`config.mk`:
```
export PLATFORM = sky130hd
export DESIGN_NAME = kbd_ascii_decoder
export DESIGN_NICKNAME = d
export VERILOG_FILES = /design/src/rtl/kbd_ascii_decoder.sv
export SDC_FILE = /design/constraint.sdc
export NUM_CORES = 1
export LEC_CHECK = 0
export CAP_MARGIN = 20
export CORE_AREA = 2 2 110 112
export CTS_CLUSTER_SIZE = 20
export DETAILED_ROUTE_END_ITERATION = 8
export DIE_AREA = 0 0 112 114
export PLACE_DENSITY = 0.66
export SKIP_CTS_REPAIR_TIMING = 1
export SLEW_MARGIN = 30
export SYNTH_ARGS = -nofsm -noshare
export SYNTH_HDL_FRONTEND = slang
export SYNTH_SLANG_ARGS = --single-unit
```
`constraint.sdc`:
```
create_clock -name clk -period 5.5 [get_ports clk]
set_input_delay 1.375 -clock clk [delete_from_list [all_inputs] [get_ports clk]]
set_output_delay 1.375 -clock clk [all_outputs]
set_load 0.05 [all_outputs]
```
`src/rtl/kbd_ascii_decoder.sv`:
```
// PS/2 set-2 scan code to ASCII decoder with prefix FSM, modifier tracking and FWFT output FIFO.
// state   | meaning
// IDLE    | no prefix pending; next byte is a make, F0 or E0
// BRK     | F0 seen; next byte is a break
// EXT     | E0 seen; next byte is an extended make or F0
// EXT_BRK | E0 F0 seen; next byte is an extended break
module kbd_ascii_decoder #(
   parameter int DEPTH     = 8,
   parameter int CNT_W     = 8,
   parameter int REPEAT_EN = 1
) (
   input  logic             clk,
   input  logic             clrn,
   input  logic             scan_valid,
   input  logic [7:0]       scan_code,
   input  logic             out_ready,
   output logic             out_valid,
   output logic [7:0]       out_ascii,
   output logic             shift_on,
   output logic             caps_on,
   output logic [CNT_W-1:0] char_count,
   output logic             overflow
);

   localparam int AW = $clog2(DEPTH);
   localparam logic [AW:0] FULL_CNT = (AW+1)'(DEPTH);

   typedef enum logic [1:0] {
      ST_IDLE    = 2'd0,
      ST_BRK     = 2'd1,
      ST_EXT     = 2'd2,
      ST_EXT_BRK = 2'd3
   } state_t;

   state_t state_q, state_d;
   logic   is_make, is_brk;

   logic   shift_l_q, shift_l_d;
   logic   shift_r_q, shift_r_d;
   logic   caps_q, caps_d;
   logic   caps_held_q, caps_held_d;
   logic [255:0] held_q, held_d;

   logic       is_letter, is_digit, is_spec, mapped;
   logic [4:0] letter_idx;
   logic [3:0] digit_idx;
   logic [7:0] spec_char, digit_shift_char, char_ascii;
   logic       push_req, push_ok, pop, full;

   logic [7:0]       mem_q [DEPTH];
   logic [AW-1:0]    wptr_q, wptr_d, rptr_q, rptr_d;
   logic [AW:0]      cnt_q, cnt_d;
   logic [CNT_W-1:0] char_count_q, char_count_d;
   logic             overflow_q, overflow_d;

   // Prefix FSM
   always_comb begin
      state_d = state_q;
      is_make = 1'b0;
      is_brk  = 1'b0;
      if (scan_valid) begin
         case (state_q)
            ST_IDLE: begin
               if (scan_code == 8'hF0)      state_d = ST_BRK;
               else if (scan_code == 8'hE0) state_d = ST_EXT;
               else                         is_make = 1'b1;
            end
            ST_BRK: begin
               is_brk  = 1'b1;
               state_d = ST_IDLE;
            end
            ST_EXT: begin
               if (scan_code == 8'hF0) state_d = ST_EXT_BRK;
               else                    state_d = ST_IDLE;
            end
            ST_EXT_BRK: state_d = ST_IDLE;
            default:    state_d = ST_IDLE;
         endcase
      end
   end

   // Key classification, independent of prefix state
   always_comb begin
      is_letter  = 1'b1;
      letter_idx = 5'd0;
      case (scan_code)
         8'h1C: letter_idx = 5'd0;
         8'h32: letter_idx = 5'd1;
         8'h21: letter_idx = 5'd2;
         8'h23: letter_idx = 5'd3;
         8'h24: letter_idx = 5'd4;
         8'h2B: letter_idx = 5'd5;
         8'h34: letter_idx = 5'd6;
         8'h33: letter_idx = 5'd7;
         8'h43: letter_idx = 5'd8;
         8'h3B: letter_idx = 5'd9;
         8'h42: letter_idx = 5'd10;
         8'h4B: letter_idx = 5'd11;
         8'h3A: letter_idx = 5'd12;
         8'h31: letter_idx = 5'd13;
         8'h44: letter_idx = 5'd14;
         8'h4D: letter_idx = 5'd15;
         8'h15: letter_idx = 5'd16;
         8'h2D: letter_idx = 5'd17;
         8'h1B: letter_idx = 5'd18;
         8'h2C: letter_idx = 5'd19;
         8'h3C: letter_idx = 5'd20;
         8'h2A: letter_idx = 5'd21;
         8'h1D: letter_idx = 5'd22;
         8'h22: letter_idx = 5'd23;
         8'h35: letter_idx = 5'd24;
         8'h1A: letter_idx = 5'd25;
         default: is_letter = 1'b0;
      endcase
   end

   always_comb begin
      is_digit  = 1'b1;
      digit_idx = 4'd0;
      case (scan_code)
         8'h45: digit_idx = 4'd0;
         8'h16: digit_idx = 4'd1;
         8'h1E: digit_idx = 4'd2;
         8'h26: digit_idx = 4'd3;
         8'h25: digit_idx = 4'd4;
         8'h2E: digit_idx = 4'd5;
         8'h36: digit_idx = 4'd6;
         8'h3D: digit_idx = 4'd7;
         8'h3E: digit_idx = 4'd8;
         8'h46: digit_idx = 4'd9;
         default: is_digit = 1'b0;
      endcase
   end

   always_comb begin
      is_spec   = 1'b1;
      spec_char = 8'h00;
      case (scan_code)
         8'h29: spec_char = 8'h20;
         8'h5A: spec_char = 8'h0D;
         8'h66: spec_char = 8'h08;
         default: is_spec = 1'b0;
      endcase
   end

   always_comb begin
      case (digit_idx)
         4'd0:    digit_shift_char = 8'h29;
         4'd1:    digit_shift_char = 8'h21;
         4'd2:    digit_shift_char = 8'h40;
         4'd3:    digit_shift_char = 8'h23;
         4'd4:    digit_shift_char = 8'h24;
         4'd5:    digit_shift_char = 8'h25;
         4'd6:    digit_shift_char = 8'h5E;
         4'd7:    digit_shift_char = 8'h26;
         4'd8:    digit_shift_char = 8'h2A;
         default: digit_shift_char = 8'h28;
      endcase
   end

   assign shift_on = shift_l_q | shift_r_q;
   assign caps_on  = caps_q;
   assign mapped   = is_letter | is_digit | is_spec;

   // Registered modifiers give the pre-byte state for free
   always_comb begin
      char_ascii = spec_char;
      if (is_letter)
         char_ascii = ((shift_on ^ caps_q) ? 8'h41 : 8'h61) + {3'b000, letter_idx};
      else if (is_digit)
         char_ascii = shift_on ? digit_shift_char : (8'h30 + {4'b0000, digit_idx});
   end

   assign push_req = is_make & mapped & ((REPEAT_EN != 0) | ~held_q[scan_code]);

   always_comb begin
      shift_l_d   = shift_l_q;
      shift_r_d   = shift_r_q;
      caps_d      = caps_q;
      caps_held_d = caps_held_q;
      held_d      = held_q;
      if (is_make) begin
         if (scan_code == 8'h12) shift_l_d = 1'b1;
         if (scan_code == 8'h59) shift_r_d = 1'b1;
         if (scan_code == 8'h58) begin
            if (!caps_held_q) caps_d = ~caps_q;
            caps_held_d = 1'b1;
         end
         if (mapped) held_d[scan_code] = 1'b1;
      end
      if (is_brk) begin
         if (scan_code == 8'h12) shift_l_d   = 1'b0;
         if (scan_code == 8'h59) shift_r_d   = 1'b0;
         if (scan_code == 8'h58) caps_held_d = 1'b0;
         if (mapped) held_d[scan_code] = 1'b0;
      end
   end

   // Output FIFO, first-word-fall-through, no empty bypass
   assign out_valid = (cnt_q != '0);
   assign full      = (cnt_q == FULL_CNT);
   assign pop       = out_valid & out_ready;
   assign push_ok   = push_req & (~full | pop);
   assign out_ascii = out_valid ? mem_q[rptr_q] : 8'h00;

   always_comb begin
      wptr_d       = wptr_q;
      rptr_d       = rptr_q;
      cnt_d        = cnt_q;
      char_count_d = char_count_q;
      overflow_d   = overflow_q;
      if (push_ok) begin
         wptr_d       = wptr_q + AW'(1);
         char_count_d = char_count_q + CNT_W'(1);
      end
      if (pop) rptr_d = rptr_q + AW'(1);
      if (push_ok & ~pop)      cnt_d = cnt_q + (AW+1)'(1);
      else if (~push_ok & pop) cnt_d = cnt_q - (AW+1)'(1);
      if (push_req & full & ~pop) overflow_d = 1'b1;
   end

   always_ff @(posedge clk) begin
      if (push_ok) mem_q[wptr_q] <= char_ascii;
   end

   always_ff @(posedge clk or negedge clrn) begin
      if (!clrn) begin
         state_q      <= ST_IDLE;
         shift_l_q    <= 1'b0;
         shift_r_q    <= 1'b0;
         caps_q       <= 1'b0;
         caps_held_q  <= 1'b0;
         held_q       <= '0;
         wptr_q       <= '0;
         rptr_q       <= '0;
         cnt_q        <= '0;
         char_count_q <= '0;
         overflow_q   <= 1'b0;
      end else begin
         state_q      <= state_d;
         shift_l_q    <= shift_l_d;
         shift_r_q    <= shift_r_d;
         caps_q       <= caps_d;
         caps_held_q  <= caps_held_d;
         held_q       <= held_d;
         wptr_q       <= wptr_d;
         rptr_q       <= rptr_d;
         cnt_q        <= cnt_d;
         char_count_q <= char_count_d;
         overflow_q   <= overflow_d;
      end
   end

   assign char_count = char_count_q;
   assign overflow   = overflow_q;

endmodule

```
==> results of run 1 <==
[where the power goes]
part	switching (mW)	internal, mW	total (mW)
logic	0.487	0.389	0.876
registers	0.139	0.786	0.925
clock network	0.254	0.352	0.606
total	0.879	1.53	2.41
[area by class of cell]
type,instances,area (um^2)
fill,1036,6090
sequential,89,2550
multi-input combinational,259,2100
timing repair buffer,49,440
clock buffer,9,225
tap,147,184
clock inverter,6,67.6
inverter,15,56.3
[cell usage after synthesis (6+ instances only)]
cell,n
a21oi_1,13
and3_1,6
buf_6,7
dfrtp_1,25
edfxtp_1,64
ha_1,7
inv_1,15
mux2_2,7
mux2i_1,8
mux4_2,16
nand2_1,21
nand3_1,8
nor2_1,25
nor3_1,14
o21ai_0,13
xnor2_1,13
xor2_1,8
[worst max-delay path, delay by kind of cell]
family,cells,cell delay (ns)
buf+inv,3,0.99
simple gates,5,0.92
compound gates,4,0.89
fa+ha+maj,2,0.45
xor+xnor,2,0.27
[stage by stage]
step	setup slack, ns	power [mW]	cells
3_3_place_gp	0.551	1.81	559
2_1_floorplan	1.19	1.57	386
6_report	0.832	2.41	574
3_5_place_dp	0.493	1.83	559
5_1_grt	0.556	2.53	574
4_1_cts	0.849	2.43	574
[state kept, by name (all words and copies together) (netlist names)]
| name | flops |
|---|---|
| mem_q | 64 |
| cnt_q | 4 |
| state_q | 2 |
| shift_l_q | 1 |
| wptr_q | 3 |
| caps_on | 1 |
| caps_held_q | 1 |
| char_count | 8 |
| overflow | 1 |
| shift_r_q | 1 |
| rptr_q | 3 |
[logic make-up after synthesis]
kind of cell               count (synthesis)
other                                      1
adders and majority gates                  9
buffers and inverters                     38
and+or+nand+nor                          125
muxes                                     31
AOI/OAI and AO/OA                         65
xor gates and xnor gates                  21
DFF                                       89
[worst paths after layout]
kind                                   startpoint                        end  slack, ns  cells past startpoint
max                                  scan_code[1]       cnt_q[3]$_DFFE_PN0P_       0.83                     16
min                          overflow$_DFFE_PN0P_       overflow$_DFFE_PN0P_       0.49                      1
max reg2reg                state_q[1]$_DFFE_PN0P_       cnt_q[3]$_DFFE_PN0P_       2.90                     12
min reg2reg                  overflow$_DFFE_PN0P_       overflow$_DFFE_PN0P_       0.49                      1
max in group asynchronous                    clrn      rptr_q[1]$_DFFE_PN0P_       4.10                      1
min in group asynchronous                    clrn  char_count[1]$_DFFE_PN0P_       1.03                      1
[per-layer routing]
metal | up-vias | share of wire
li1 | 1526 | -
met1 | 1569 | 0.46
met2 | 71 | 0.48
met3 | 18 | 0.039
met4 | 0 | 0.018
met5 | - | 0
==> flow_metrics.py, run 1 <==
metrics = {
    "status": {
        "outcome": "complete, no violations",
    },
    "placed_design": {
        "post_dp_cell_area_um2": 5320,
        "port_buffers": 31,
        "place_congestion": 0.894,
        "dp_hpwl_mm": 6.98,
    },
    "logic_synthesis": {
        "synth_top_family_by_area": "simple AND/OR/NAND/NOR gates",
        "synth_compound_area_frac": 0.0927,
        "synth.avg_cell_area_um2": 12.7,
        "synth_xor_area_frac": 0.0381,
        "synth.yosys.seq_area_share": 0.527,
        "synthSimpleGateAreaFrac": 0.164,
        "netlist_area_um2": 4830,
        "ys.flop_type": "edfxtp_1",
        "synth_adder_area_share": 0.0243,
        "synth_seq_cells": 89,
        "syn_inst": 379,
        "synthTopCellsByArea": "edfxtp_1 (40%), dfrtp_1 (13%), mux4_2 (7.5%), xnor2_1 (2.4%), nor2_1 (1.9%)",
        "ys_types": 73,
        "muxShareOfSynthArea": 0.107,
        "synth.top_cell.area_share": 0.398,
        "ys.warnings.count": 0,
        "async_reset_ff_frac": 0.281,
        "yosys.area.top_type": "edfxtp_1",
        "synth-edff-count": 64,
    },
    "drt": {
        "route.detailed.drc": 0,
        "routed_wl_mm": 9.89,
        "drt_iter0_markers": 112,
        "vias": 3184,
        "ant_nets": 0,
        "via_per_inst": 5.55,
        "wl_per_cell_um": 17.2,
        "dr.pass1.iters": 4,
    },
    "layout": {
        "syn2layout_area_growth_pct": 16.3,
        "antenna_cells": 0,
        "layout-drive-gt1-share": 0.183,
        "final_common_cell": "edfxtp_1",
        "finalInstanceArea_um2": 5620,
        "postLayoutCoreUtil": 0.480,
        "final_cell_mix": "edfxtp_1 (64), clkdlybuf4s50_1 (30), nor2_1 (25), dfrtp_1 (25), nand2_1 (21)",
        "final_nets": 443,
    },
    "job": {
        "drv_cap": 0,
    },
    "critical_path": {
        "cp-start-kind": "primary input",
        "timing_worst_setup_path_type": "primary input to flip-flop",
        "crit_required_ns": 5.72,
        "crit_chain": "clkdlybuf4s50_1, nand2b_1, o22ai_1, a311oi_1, and3b_4, nand3_4, nand3_4, inv_1, ha_1, inv_1, ha_1, a21o_1, a21oi_1, xnor2_1, nor2_1, xor2_1",
        "endpoint_kind": "flip-flop",
        "cp_slowest_stage_delay_ns": 0.82,
        "slowest_stage": "clkdlybuf4s50_1",
        "cp.arrival_ns": 4.89,
        "path_max_fanout": 20,
    },
    "clock_network": {
        "htree_levels": 3,
        "cts-root-buf": "clkbuf_16",
        "cts.sink_count": 89,
        "cts_tree": "done",
        "clk_pin_slew_ns": 0.06,
        "cts_made_buffers": 9,
        "clock_latency_ns": 0.34,
        "clock_path_buffers": 2,
    },
    "sta": {
        "grt_setup_unrepaired": "no",
        "hold_ws_ns": 0.492,
        "drv_slew": 0,
        "relSlewSlack": 0.445,
        "hold_viol": 0,
        "finClkSkew_ns": 0.00525,
        "finalSetupTns_ns": 0,
        "max_freq_mhz": 214,
        "fin_crit_ns": 4.67,
        "worst_slew_pin_slew_ns": 0.825,
        "finalCritPeriodShare": 0.849,
        "finalSetupViolations": 0,
    },
    "grt": {
        "grt-busiest-layer": "met2",
        "met2_usage": 0.264,
        "grt_max_degree": 26,
        "overflow": 0,
        "grt_pass1_vias": 3173,
        "grt_pass1_wl_mm": 16.3,
        "use_met3": 0.0356,
        "antenna_found_initial": 0,
        "grt_usage": 0.163,
        "use_met1": 0.221,
    },
    "floorplanning": {
        "fp.coreArea_um2": 11700,
        "die-area_um2": 12800,
        "start_util": 0.413,
        "row_count": 40,
        "die_h_um": 114,
        "io_pins": 32,
        "die_w_um": 112,
    },
    "power_and_ir_drop": {
        "vdd_drop_max_v": 0.000350,
        "power.leakage_nw": 2.07,
        "powerDensity_nw_per_um2": 428,
    },
    "hold_path": {
        "hold_class": "flip-flop to flip-flop",
    },
}
Power figures use the tool's default switching activity.
==> run 2, diff against run 1 <==
clock period = 4.8 ns   (was 5.5 ns; I/O delays follow)
==> run 2 against run 1 <==
  * First-iteration DRC count up 41%
  * Final cell count up 2.4%
  * Clock-buffer cell count unchanged
  * Utilization up 0.88 points
  * Clock skew up 0.0042 ns
  * Setup slack worse by 0.38 ns
  * Total power up 16%
  * Critical path depth down 1
  * Combinational power up 16%
  * Highest routed layer unchanged
==> flow_metrics.py, run 2 (synthesis results as in run 1) <==
metrics = {
    "sta": {
        "hold_viol": 0,
        "fin_crit_ns": 4.35,
        "finalCritPeriodShare": 0.906,
        "finClkSkew_ns": 0.00949,
        "grt_setup_unrepaired": "no",
        "hold_ws_ns": 0.468,
        "drv_slew": 0,
        "finalSetupTns_ns": 0,
        "worst_slew_pin_slew_ns": 0.928,
        "finalSetupViolations": 0,
        "max_freq_mhz": 230,
        "relSlewSlack": 0.375,
    },
    "grt": {
        "grt_pass1_vias": 3322,
        "grt_pass1_wl_mm": 17.2,
        "antenna_found_initial": 0,
        "overflow": 0,
        "grt_max_degree": 26,
        "grt_usage": 0.171,
    },
    "layout": {
        "top_register": "mem_q",
        "fillers": 1061,
        "finalInstanceArea_um2": 5720,
        "syn2layout_area_growth_pct": 18.4,
        "final_nets": 456,
        "layout-drive-gt1-share": 0.206,
        "postLayoutCoreUtil": 0.489,
        "final_common_cell": "edfxtp_1",
        "final_cell_mix": "edfxtp_1 (64), buf_4 (31), clkdlybuf4s50_1 (30)",
        "antenna_cells": 0,
        "largest_register_ffs": 64,
    },
    "hold_path": {
        "hold_class": "flip-flop to flip-flop",
        "min_from": "char_count[7]$_DFFE_PN0P_",
    },
    "floorplanning": {
        "die-area_um2": 12800,
        "die_w_um": 112,
        "row_count": 40,
        "io_pins": 32,
        "start_util": 0.413,
        "die_h_um": 114,
        "fp.coreArea_um2": 11700,
    },
    "placed_design": {
        "dp_hpwl_mm": 7.44,
        "place_congestion": 0.887,
        "post_dp_cell_area_um2": 5420,
        "port_buffers": 31,
    },
    "job": {
        "drv_cap": 0,
    },
    "drt": {
        "via_per_inst": 5.57,
        "route.detailed.drc": 0,
        "wl_per_cell_um": 17.8,
        "drt_iter0_markers": 158,
        "dr.pass1.iters": 4,
        "routed_wl_mm": 10.4,
        "vias": 3277,
        "ant_nets": 0,
    },
    "clock_network": {
        "clock_latency_ns": 0.33,
        "clock_path_buffers": 2,
        "cts-root-buf": "clkbuf_16",
        "cts.sink_count": 89,
        "cts_tree": "done",
        "cts_made_buffers": 9,
        "clk_pin_slew_ns": 0.06,
        "htree_levels": 3,
    },
    "critical_path": {
        "crit_required_ns": 5.01,
        "endpoint_kind": "flip-flop",
        "r2r_start": "cnt_q[0]$_DFFE_PN0P_",
        "cp.arrival_ns": 4.56,
        "startpoint": "scan_code[6]",
        "path_max_fanout": 11,
        "cp-start-kind": "primary input",
        "timing_worst_setup_path_type": "primary input to flip-flop",
    },
    "power_and_ir_drop": {
        "vdd_drop_max_v": 0.000377,
        "power.leakage_nw": 2.15,
        "powerDensity_nw_per_um2": 488,
        "finalPower_mw": 2.79,
    },
    "status": {
        "outcome": "complete, no violations",
    },
}
run 2: changes by cell type in the layout (fill, tap and decap cells not counted):
cell        previous run  this run
inv_6                  2         1
clkinv_2               1         2
clkinvlp_4             2         0
buf_4                 18        31
clkinv_4               0         2
o31ai_2                1         0
o31ai_1                3         4
inv_8                  0         1
run 2: worst paths after layout:
kind	slack [ns]	to	cells after the start
worst max-delay path	0.45	cnt_q[3]$_DFFE_PN0P_	15
worst min-delay path	0.47	char_count[7]$_DFFE_PN0P_	1
worst max register to register	2.18	cnt_q[3]$_DFFE_PN0P_	12
worst min register to register	0.47	char_count[7]$_DFFE_PN0P_	1
max in group asynchronous	3.58	rptr_q[1]$_DFFE_PN0P_	1
min in group asynchronous	0.85	overflow$_DFFE_PN0P_	1
run 2: per-stage QoR:
| step | cells | setup WS (ns) |
|---|---|---|
| finish | 588 | 0.449 |
| global route | 588 | 0.202 |
| CTS | 588 | 0.429 |
| detailed placement | 572 | 0.0822 |
| global placement | 572 | 0.164 |
| floorplan | 386 | 0.664 |
run 2: final cells by class:
class                      instances  area (um^2)  area share
sequential                        89         2550       0.445
clock buffer                       9          225      0.0394
multi-input combinational        259         2090       0.366
tap                              147          184      0.0321
timing repair buffer              62          538      0.0940
inverter                          15         56.3     0.00984
clock inverter                     7         77.6      0.0136
run 2: routing by layer:
| layer | global-route usage | routed length [um] |
|---|---|---|
| met2 | 0.300 | 5350 |
| met1 | 0.216 | 4430 |
| met5 | 0 | 0 |
| met3 | 0.0313 | 492 |
| met4 | 0.0504 | 159 |
run 2: worst max-delay path, stage by stage:
cell             delay (ns)
clkdlybuf4s50_1        0.56
or3b_1                 0.56
nor4b_1                0.47
and3b_4                0.28
nand3_4                0.11
nand3_4                0.07
inv_1                  0.07
ha_1                   0.17
inv_1                  0.09
ha_1                   0.28
a21o_1                 0.17
a21oi_1                0.17
xnor2_1                0.14
nor2_1                 0.08
xor2_1                 0.14
run 2: power by group:
group          switching (mW)  internal, mW  total [mW]
logic                   0.569         0.453        1.02
clock network           0.298         0.409       0.707
registers               0.163         0.901        1.06
